### config.mk
export PLATFORM = sky130hd
export DESIGN_NAME = mem_ctrl_flat
export DESIGN_NICKNAME = d
export VERILOG_FILES = /design/src/rtl/mem_ctrl_pkg.sv /design/src/rtl/mem_ctrl_if.sv /design/src/rtl/mem_byte_seq.sv /design/src/rtl/mem_ctrl.sv /design/src/flat_wrapper.sv
export SDC_FILE = /design/constraint.sdc
export NUM_CORES = 1
export LEC_CHECK = 0
export ABC_AREA = 1
export CORE_MARGIN = 2
export CORE_UTILIZATION = 45
export CTS_BUF_LIST = sky130_fd_sc_hd__clkbuf_16
export CTS_CLUSTER_SIZE = 40
export DETAILED_ROUTE_END_ITERATION = 8
export MAX_ROUTING_LAYER = met4
export PLACE_DENSITY = 0.72
export RECOVER_POWER = 25
export SLEW_MARGIN = 20
export SYNTH_ARGS = -nofsm -noshare
export SYNTH_HDL_FRONTEND = slang
export SYNTH_SLANG_ARGS = --single-unit
export TNS_END_PERCENT = 100
### constraint.sdc
create_clock -name clk -period 4.1 [get_ports clk]
set_input_delay 1.23 -clock clk [delete_from_list [all_inputs] [get_ports clk]]
set_output_delay 1.23 -clock clk [all_outputs]
set_load 0.01 [all_outputs]
### src/rtl/mem_ctrl_pkg.sv
// Shared definitions for the memory controller: access-length codes,
// FSM state and request-source encodings, and the IO-region select value.
package mem_ctrl_pkg;

  localparam logic [1:0] REQUIRE8  = 2'd0;
  localparam logic [1:0] REQUIRE16 = 2'd1;
  localparam logic [1:0] REQUIRE32 = 2'd2;

  // Value of the two address bits at IO_SEL_HI:IO_SEL_HI-1 that marks IO space
  localparam logic [1:0] IO_SEL = 2'b11;

  typedef enum logic [1:0] {
    ST_IDLE,
    ST_READ,
    ST_WRITE,
    ST_DONE
  } state_t;

  typedef enum logic [1:0] {
    SRC_LSB_LD,
    SRC_LSB_ST,
    SRC_FETCH
  } src_t;

  // Byte count for a length code; the reserved code 3 behaves as a word
  function automatic logic [2:0] len_bytes(input logic [1:0] code);
    case (code)
      REQUIRE8:  return 3'd1;
      REQUIRE16: return 3'd2;
      default:   return 3'd4;
    endcase
  endfunction

endpackage

### src/rtl/mem_ctrl_if.sv
// Request/response and RAM-bus signals between the requesters (LSB, fetcher),
// the memory controller and the byte-wide RAM/IO bus.
interface mem_ctrl_if #(
  parameter int ADDR_WIDTH = 32
);
  logic                  rdy;
  logic                  jump_wrong;
  logic                  lsb_read_signal;
  logic                  lsb_write_signal;
  logic [1:0]            requiring_length;
  logic [ADDR_WIDTH-1:0] to_mem_addr;
  logic [31:0]           to_mem_data;
  logic                  mem_load_success;
  logic                  mem_store_success;
  logic [31:0]           from_mem_data;
  logic                  if_read_signal;
  logic [ADDR_WIDTH-1:0] if_addr;
  logic                  if_success;
  logic [31:0]           if_data;
  logic [7:0]            mem_din;
  logic [7:0]            mem_dout;
  logic [ADDR_WIDTH-1:0] mem_a;
  logic                  mem_wr;
  logic                  io_buffer_full;

  // Requester / bus-environment side
  modport master (
    output rdy, jump_wrong, lsb_read_signal, lsb_write_signal, requiring_length,
           to_mem_addr, to_mem_data, if_read_signal, if_addr, mem_din, io_buffer_full,
    input  mem_load_success, mem_store_success, from_mem_data, if_success, if_data,
           mem_dout, mem_a, mem_wr
  );

  // Memory controller side
  modport slave (
    input  rdy, jump_wrong, lsb_read_signal, lsb_write_signal, requiring_length,
           to_mem_addr, to_mem_data, if_read_signal, if_addr, mem_din, io_buffer_full,
    output mem_load_success, mem_store_success, from_mem_data, if_success, if_data,
           mem_dout, mem_a, mem_wr
  );
endinterface

### src/rtl/mem_byte_seq.sv
// Byte counter plus the 32-bit word register that is either assembled
// little-endian from incoming bytes or sliced into outgoing bytes.
module mem_byte_seq (
  input  logic        clk,
  input  logic        rst,
  input  logic        load,
  input  logic [31:0] load_word,
  input  logic        cap,
  input  logic [7:0]  din,
  input  logic        clr_k,
  input  logic        inc_k,
  output logic [2:0]  k,
  output logic [31:0] word_mrg,
  output logic [7:0]  byte_out
);
  import mem_ctrl_pkg::*;

  logic [31:0] word_q;
  logic [2:0]  km1;

  // Counter k: bytes received on a read, or index of next beat on a write
  always_ff @(posedge clk or negedge rst) begin
    if (!rst)       k <= 3'd0;
    else if (clr_k) k <= 3'd0;
    else if (inc_k) k <= k + 3'd1;
  end

  // Word register: store data on a write, partially assembled load on a read
  always_ff @(posedge clk or negedge rst) begin
    if (!rst)      word_q <= 32'd0;
    else if (load) word_q <= load_word;
    else if (cap)  word_q <= word_mrg;
  end

  // Byte arriving in cycle k belongs in lane k-1; merged view includes it
  always_comb begin
    km1      = k - 3'd1;
    word_mrg = word_q;
    if (k != 3'd0) word_mrg[{km1[1:0], 3'b000} +: 8] = din;
    byte_out = word_q[{k[1:0], 3'b000} +: 8];
  end

endmodule

### src/rtl/mem_ctrl.sv
// Memory controller: arbitrates LSB store/load and instruction fetch,
// serialises each request into byte accesses on the 8-bit RAM/IO bus and
// signals completion with one-cycle success pulses.
module mem_ctrl #(
  parameter int ADDR_WIDTH = 32,
  parameter int IO_SEL_HI  = 17
) (
  input  logic      clk,
  input  logic      rst,
  mem_ctrl_if.slave bus
);
  import mem_ctrl_pkg::*;

  state_t                state;
  src_t                  src;
  logic [ADDR_WIDTH-1:0] base;
  logic [ADDR_WIDTH-1:0] mem_a_q;
  logic [ADDR_WIDTH-1:0] beat_addr;
  logic [2:0]            len;
  logic                  wr_q;
  logic [7:0]            dout_q;
  logic                  ld_ok, st_ok, if_ok;
  logic [31:0]           ld_data_q, if_data_q;

  logic                  any_req;
  logic                  beat_stall;
  logic                  seq_load, seq_cap, seq_clr, seq_inc;
  logic [31:0]           seq_load_word;
  logic [2:0]            k;
  logic [31:0]           word_mrg;
  logic [7:0]            byte_out;

  mem_byte_seq u_seq (
    .clk       (clk),
    .rst       (rst),
    .load      (seq_load),
    .load_word (seq_load_word),
    .cap       (seq_cap),
    .din       (bus.mem_din),
    .clr_k     (seq_clr),
    .inc_k     (seq_inc),
    .k         (k),
    .word_mrg  (word_mrg),
    .byte_out  (byte_out)
  );

  assign any_req    = bus.lsb_write_signal | bus.lsb_read_signal | bus.if_read_signal;
  assign beat_addr  = base + ADDR_WIDTH'(k);
  // IO writes wait while the UART buffer is full
  assign beat_stall = (beat_addr[IO_SEL_HI -: 2] == IO_SEL) && bus.io_buffer_full;

  // Byte-sequencer controls; nothing moves while rdy is low
  always_comb begin
    seq_load      = 1'b0;
    seq_load_word = 32'd0;
    seq_cap       = 1'b0;
    seq_clr       = 1'b0;
    seq_inc       = 1'b0;
    if (bus.rdy) begin
      case (state)
        ST_IDLE: begin
          if (!bus.jump_wrong && any_req) begin
            seq_load      = 1'b1;
            seq_clr       = 1'b1;
            seq_load_word = bus.lsb_write_signal ? bus.to_mem_data : 32'd0;
          end
        end
        ST_READ: begin
          if (bus.jump_wrong) begin
            seq_clr = 1'b1;
          end else begin
            seq_cap = (k != 3'd0);
            seq_inc = (k != len);
          end
        end
        ST_WRITE: seq_inc = (k != len) && !beat_stall;
        ST_DONE:  seq_clr = 1'b1;
        default:  seq_clr = 1'b1;
      endcase
    end
  end

  // Transaction FSM with registered bus address, write strobe, data and pulses
  always_ff @(posedge clk or negedge rst) begin
    if (!rst) begin
      state     <= ST_IDLE;
      src       <= SRC_FETCH;
      base      <= '0;
      len       <= 3'd0;
      mem_a_q   <= '0;
      wr_q      <= 1'b0;
      dout_q    <= 8'd0;
      ld_ok     <= 1'b0;
      st_ok     <= 1'b0;
      if_ok     <= 1'b0;
      ld_data_q <= 32'd0;
      if_data_q <= 32'd0;
    end else if (bus.rdy) begin
      ld_ok  <= 1'b0;
      st_ok  <= 1'b0;
      if_ok  <= 1'b0;
      wr_q   <= 1'b0;
      dout_q <= 8'd0;
      case (state)
        ST_IDLE: begin
          if (!bus.jump_wrong) begin
            if (bus.lsb_write_signal) begin
              src     <= SRC_LSB_ST;
              base    <= bus.to_mem_addr;
              len     <= len_bytes(bus.requiring_length);
              mem_a_q <= bus.to_mem_addr;
              state   <= ST_WRITE;
            end else if (bus.lsb_read_signal) begin
              src     <= SRC_LSB_LD;
              base    <= bus.to_mem_addr;
              len     <= len_bytes(bus.requiring_length);
              mem_a_q <= bus.to_mem_addr;
              state   <= ST_READ;
            end else if (bus.if_read_signal) begin
              src     <= SRC_FETCH;
              base    <= bus.if_addr;
              len     <= 3'd4;
              mem_a_q <= bus.if_addr;
              state   <= ST_READ;
            end
          end
        end
        ST_READ: begin
          if (bus.jump_wrong) begin
            state <= ST_IDLE;
          end else if (k == len) begin
            if (src == SRC_FETCH) begin
              if_ok     <= 1'b1;
              if_data_q <= word_mrg;
            end else begin
              ld_ok     <= 1'b1;
              ld_data_q <= word_mrg;
            end
            state <= ST_DONE;
          end else begin
            mem_a_q <= base + ADDR_WIDTH'(k + 3'd1);
          end
        end
        ST_WRITE: begin
          if (k == len) begin
            st_ok <= 1'b1;
            state <= ST_DONE;
          end else begin
            mem_a_q <= beat_addr;
            if (!beat_stall) begin
              wr_q   <= 1'b1;
              dout_q <= byte_out;
            end
          end
        end
        ST_DONE: state <= ST_IDLE;
        default: state <= ST_IDLE;
      endcase
    end
  end

  assign bus.mem_a             = mem_a_q;
  assign bus.mem_wr            = wr_q & bus.rdy;
  assign bus.mem_dout          = dout_q;
  assign bus.mem_load_success  = ld_ok;
  assign bus.mem_store_success = st_ok;
  assign bus.if_success        = if_ok;
  assign bus.from_mem_data     = ld_data_q;
  assign bus.if_data           = if_data_q;

endmodule

### src/flat_wrapper.sv
// flat-port wrapper written by rule: the top's interface ports become plain ports
module mem_ctrl_flat import mem_ctrl_pkg::*;
#(
  parameter int ADDR_WIDTH = 32,
  parameter int IO_SEL_HI  = 17
)
  (clk, rst, bus_rdy, bus_jump_wrong, bus_lsb_read_signal, bus_lsb_write_signal, bus_requiring_length, bus_to_mem_addr, bus_to_mem_data, bus_if_read_signal, bus_if_addr, bus_mem_din, bus_io_buffer_full, bus_mem_load_success, bus_mem_store_success, bus_from_mem_data, bus_if_success, bus_if_data, bus_mem_dout, bus_mem_a, bus_mem_wr);
  mem_ctrl_if #(.ADDR_WIDTH(ADDR_WIDTH)) bus_i ();
  input  logic clk;
  input  logic rst;
  input wire logic [$bits(bus_i.rdy)-1:0] bus_rdy;
  input wire logic [$bits(bus_i.jump_wrong)-1:0] bus_jump_wrong;
  input wire logic [$bits(bus_i.lsb_read_signal)-1:0] bus_lsb_read_signal;
  input wire logic [$bits(bus_i.lsb_write_signal)-1:0] bus_lsb_write_signal;
  input wire logic [$bits(bus_i.requiring_length)-1:0] bus_requiring_length;
  input wire logic [$bits(bus_i.to_mem_addr)-1:0] bus_to_mem_addr;
  input wire logic [$bits(bus_i.to_mem_data)-1:0] bus_to_mem_data;
  input wire logic [$bits(bus_i.if_read_signal)-1:0] bus_if_read_signal;
  input wire logic [$bits(bus_i.if_addr)-1:0] bus_if_addr;
  input wire logic [$bits(bus_i.mem_din)-1:0] bus_mem_din;
  input wire logic [$bits(bus_i.io_buffer_full)-1:0] bus_io_buffer_full;
  output wire logic [$bits(bus_i.mem_load_success)-1:0] bus_mem_load_success;
  output wire logic [$bits(bus_i.mem_store_success)-1:0] bus_mem_store_success;
  output wire logic [$bits(bus_i.from_mem_data)-1:0] bus_from_mem_data;
  output wire logic [$bits(bus_i.if_success)-1:0] bus_if_success;
  output wire logic [$bits(bus_i.if_data)-1:0] bus_if_data;
  output wire logic [$bits(bus_i.mem_dout)-1:0] bus_mem_dout;
  output wire logic [$bits(bus_i.mem_a)-1:0] bus_mem_a;
  output wire logic [$bits(bus_i.mem_wr)-1:0] bus_mem_wr;
  assign bus_i.rdy = bus_rdy;
  assign bus_i.jump_wrong = bus_jump_wrong;
  assign bus_i.lsb_read_signal = bus_lsb_read_signal;
  assign bus_i.lsb_write_signal = bus_lsb_write_signal;
  assign bus_i.requiring_length = bus_requiring_length;
  assign bus_i.to_mem_addr = bus_to_mem_addr;
  assign bus_i.to_mem_data = bus_to_mem_data;
  assign bus_i.if_read_signal = bus_if_read_signal;
  assign bus_i.if_addr = bus_if_addr;
  assign bus_i.mem_din = bus_mem_din;
  assign bus_i.io_buffer_full = bus_io_buffer_full;
  assign bus_mem_load_success = bus_i.mem_load_success;
  assign bus_mem_store_success = bus_i.mem_store_success;
  assign bus_from_mem_data = bus_i.from_mem_data;
  assign bus_if_success = bus_i.if_success;
  assign bus_if_data = bus_i.if_data;
  assign bus_mem_dout = bus_i.mem_dout;
  assign bus_mem_a = bus_i.mem_a;
  assign bus_mem_wr = bus_i.mem_wr;
  mem_ctrl #(.ADDR_WIDTH(ADDR_WIDTH), .IO_SEL_HI(IO_SEL_HI)) u_core (.clk(clk), .rst(rst), .bus(bus_i));
endmodule
==> metrics.txt <==
fill count approximately 2200; root buffer cell clkbuf_16; max incr delay on CP 0.53 ns; pin count of the biggest net entering global routing approximately 70; layout cell share with drive strength beyond 1 0.0589; Logic pwr share 0.486; Worst VDD drop 0.340 mV; first-pass GRT wire length approximately 57 mm; commonest non-fill, non-tap cells in the layout nand2_1, clkdlybuf4s50_1, dfrtp_1; pwr dens ~700 mW/mm^2; vias 11090; total net switching power around 0.0043 W; vias in the first global route ~11000; num rows 56; hold_buf cts 0; Yosys top cell area share 0.422; fin. max-slew vios 68; Pint approximately 0.0053 W; Final GP Congestion approximately 0.97; die height 158 microns; crit path max-delay cell type clkdlybuf4s50_1; final hold violation count 0; Fmax achieved approximately 280 MHz; CTS Sinks ~180; Cell Chain, Critical Path clkdlybuf4s50_1 > nand2_1 > inv_1 > clkdlybuf4s50_1; FF-to-FF End u_core.bus.mem_a[14]; Finished Layout Cells 2016; via/cell ratio approximately 5.5; Post-CTS Setup Inserts 0; DRC violations left 0; Clk network pwr share 0.184; Cell Area, Synth 0.0107 sq mm; H-tree Lvls 4; antenna violations before repair 0; sequential-to-total area share from yosys stat 0.425; worst-margin pin slew ~1.7 ns; Setup crit end kind primary output; Worst Hold End u_core.bus.from_mem_data[16]; number of diodes 0; startpoint class of the critical path primary input; CP required 2.87 ns; Syn. warnings 0; Core Area 0.0234 sq mm; Total Die Area 0.0251 sq mm; Buffers on Ports 221; starting density of the core 0.458; clk slew on worst S/H paths about 0.07 ns; routed wire length approximately 35 mm; Layout area overhead 28.8%; DR WL/cell 17.6 microns; synth top area cells dfrtp_1, nand2_1, o21ai_0; Critical Path AT about 2.4 ns; WHS Path Cells 2; r2r startpoint u_core.u_seq.k[1]; commonest non-fill, non-tap cell in the layout nand2_1; cts repair resizes 0; setup TNS 0 ns; remaining antenna violation count 0; post-layout minimum cycle time 3.58 ns; R2R setup slack 0.81 ns; number of I/O pins roughly 220; Final period util 0.873; Min-Delay Startpoint u_core.bus.from_mem_data[16]; nets between 1500 and 2000; Sw Ratio 0.447; Critical Path Fanout Max 2; Crit Path Class in2out; worst skew pair latency 0.44 ns; sequential share of power 0.330; initial DRC count about 1300; Synth area leader dfrtp_1; grt total ovfl 0; syn nets 1626; max cap viols 1; R2R depth 13; leakage 6.45 nW; status finished with violations; Mean Syn Cell Area slightly above 7 sq um; failing checks capacitance limit, slew limit; Netlist cell types 40; #FFs+latches synth approximately 180; final setup vio count 0; Die Width 158 microns; Tot GR Track Use 0.297; Max clock buf depth 2; clk_skew 0.0129 ns; slew margin rel. -0.165; type of the most critical hold path reg2reg; CTS buffer count 17; placed cell count 1984; First-pass DRT Iterations 5; most used cell, CP clkdlybuf4s50_1; unrepaired setup endpoints after global routing false; Syn Inst Count roughly 1500; hpwl dp between 20 and 30 mm; CTS tree done
-- how the worst max path moves through the flow --
stage,from,slack (ns),end,cells after the start
floorplan,u_core.u_seq.k[1],0.73,u_core.bus.mem_a[14],14
global placement,bus_rdy,0.54,bus_mem_wr,4
detailed placement,bus_rdy,0.53,bus_mem_wr,4
CTS,bus_rdy,0.52,bus_mem_wr,4
global route,rst,0.25,u_core.u_seq.word_q[16],2
finish,bus_rdy,0.52,bus_mem_wr,4
-- area by class of cell --
class	instances	area [sq um]	share of cell area
Multi-Input combinational cell	1123	5390	0.390
Clock inverter	15	225	0.0163
Inverter	114	428	0.0310
Clock buffer	17	425	0.0308
Tap cell	319	399	0.0289
Timing Repair Buffer	246	2390	0.173
Sequential cell	182	4560	0.330
-- layer usage --
metal	vias to the layer above	track usage	share of wire
met5	-	-	0
met4	0	0.0875	0.023
met3	68	0.0370	0.065
met2	478	0.448	0.45
met1	5262	0.423	0.46
li1	5282	-	-
-- power groups by stage --
stage / combinational [W] / sequential, W / clock [W]
2_1_floorplan: 0.00256 / 0.00321 / 0
3_3_place_gp: 0.00453 / 0.00316 / 0
3_5_place_dp: 0.00462 / 0.00317 / 0
4_1_cts: 0.00463 / 0.00315 / 0.00179
5_1_grt: 0.00517 / 0.00326 / 0.00186
6_report: 0.00466 / 0.00317 / 0.00177
-- flip-flops by register name, summed over array words and instances (netlist names) --
| signal | count |
|---|---|
| u_core.base | 32 |
| u_core.bus.from_mem_data | 32 |
| u_core.bus.if_data | 32 |
| u_core.bus.if_success | 1 |
| u_core.bus.mem_a | 32 |
| u_core.bus.mem_dout | 8 |
| u_core.bus.mem_load_success | 1 |
| u_core.bus.mem_store_success | 1 |
| u_core.len | 3 |
| u_core.src | 2 |
| u_core.state | 2 |
| u_core.u_seq.k | 3 |
| u_core.u_seq.word_q | 32 |
| u_core.wr_q | 1 |
-- cell usage after synthesis (all sizes together) --
| library cell | n |
|---|---|
| clkinv | 3 |
| mux2i | 11 |
| xnor2 | 1 |
| o211ai | 9 |
| nand4 | 39 |
| nor3 | 12 |
| dfstp | 1 |
| nor2 | 72 |
| nand3 | 100 |
| o21a | 1 |
| dfrtp | 181 |
| a21o | 1 |
| o22ai | 1 |
| xor2 | 6 |
| a22oi | 30 |
| o21ai | 165 |
| a31oi | 16 |
| a21oi | 56 |
| inv | 111 |
| o31ai | 3 |
| o221ai | 1 |
| buf | 33 |
| clkbuf | 40 |
| ha | 18 |
| fa | 2 |
| nand2 | 579 |
-- critical path: cells and delay by family --
family / cells / cell delay [ns]
and+or+nand+nor: 1 / 0.05
buffers and inverters: 3 / 1.06
-- kinds of logic (layout without fill, tap and decap cells) --
family / count (synthesis) / in the layout / synth area share
AO/OA/AOI/OAI: 283 / 283 / 0.151
buffers and inverters: 187 / 392 / 0.0725
XOR/XNOR: 7 / 7 / 0.00572
multiplexers: 11 / 11 / 0.0103
adder cells (fa/ha/maj): 20 / 20 / 0.0247
AND/OR/NAND/NOR: 802 / 802 / 0.311
flip-flops: 182 / 182 / 0.425
-- metrics by stage --
step,util,power [W],setup WS (ns),hold WS [ns],area (sq um)
final,0.590,0.00960,0.520,0.471,13800
after global routing,0.590,0.0103,0.246,0.500,13800
after detailed placement,0.563,0.00778,0.528,0.458,13200
after global placement,0.563,0.00769,0.538,0.454,13200
after CTS,0.591,0.00957,0.519,0.477,13800
after floorplan,-,0.00576,0.727,0.443,10700
Note: power is estimated with default switching activity, not from simulation.
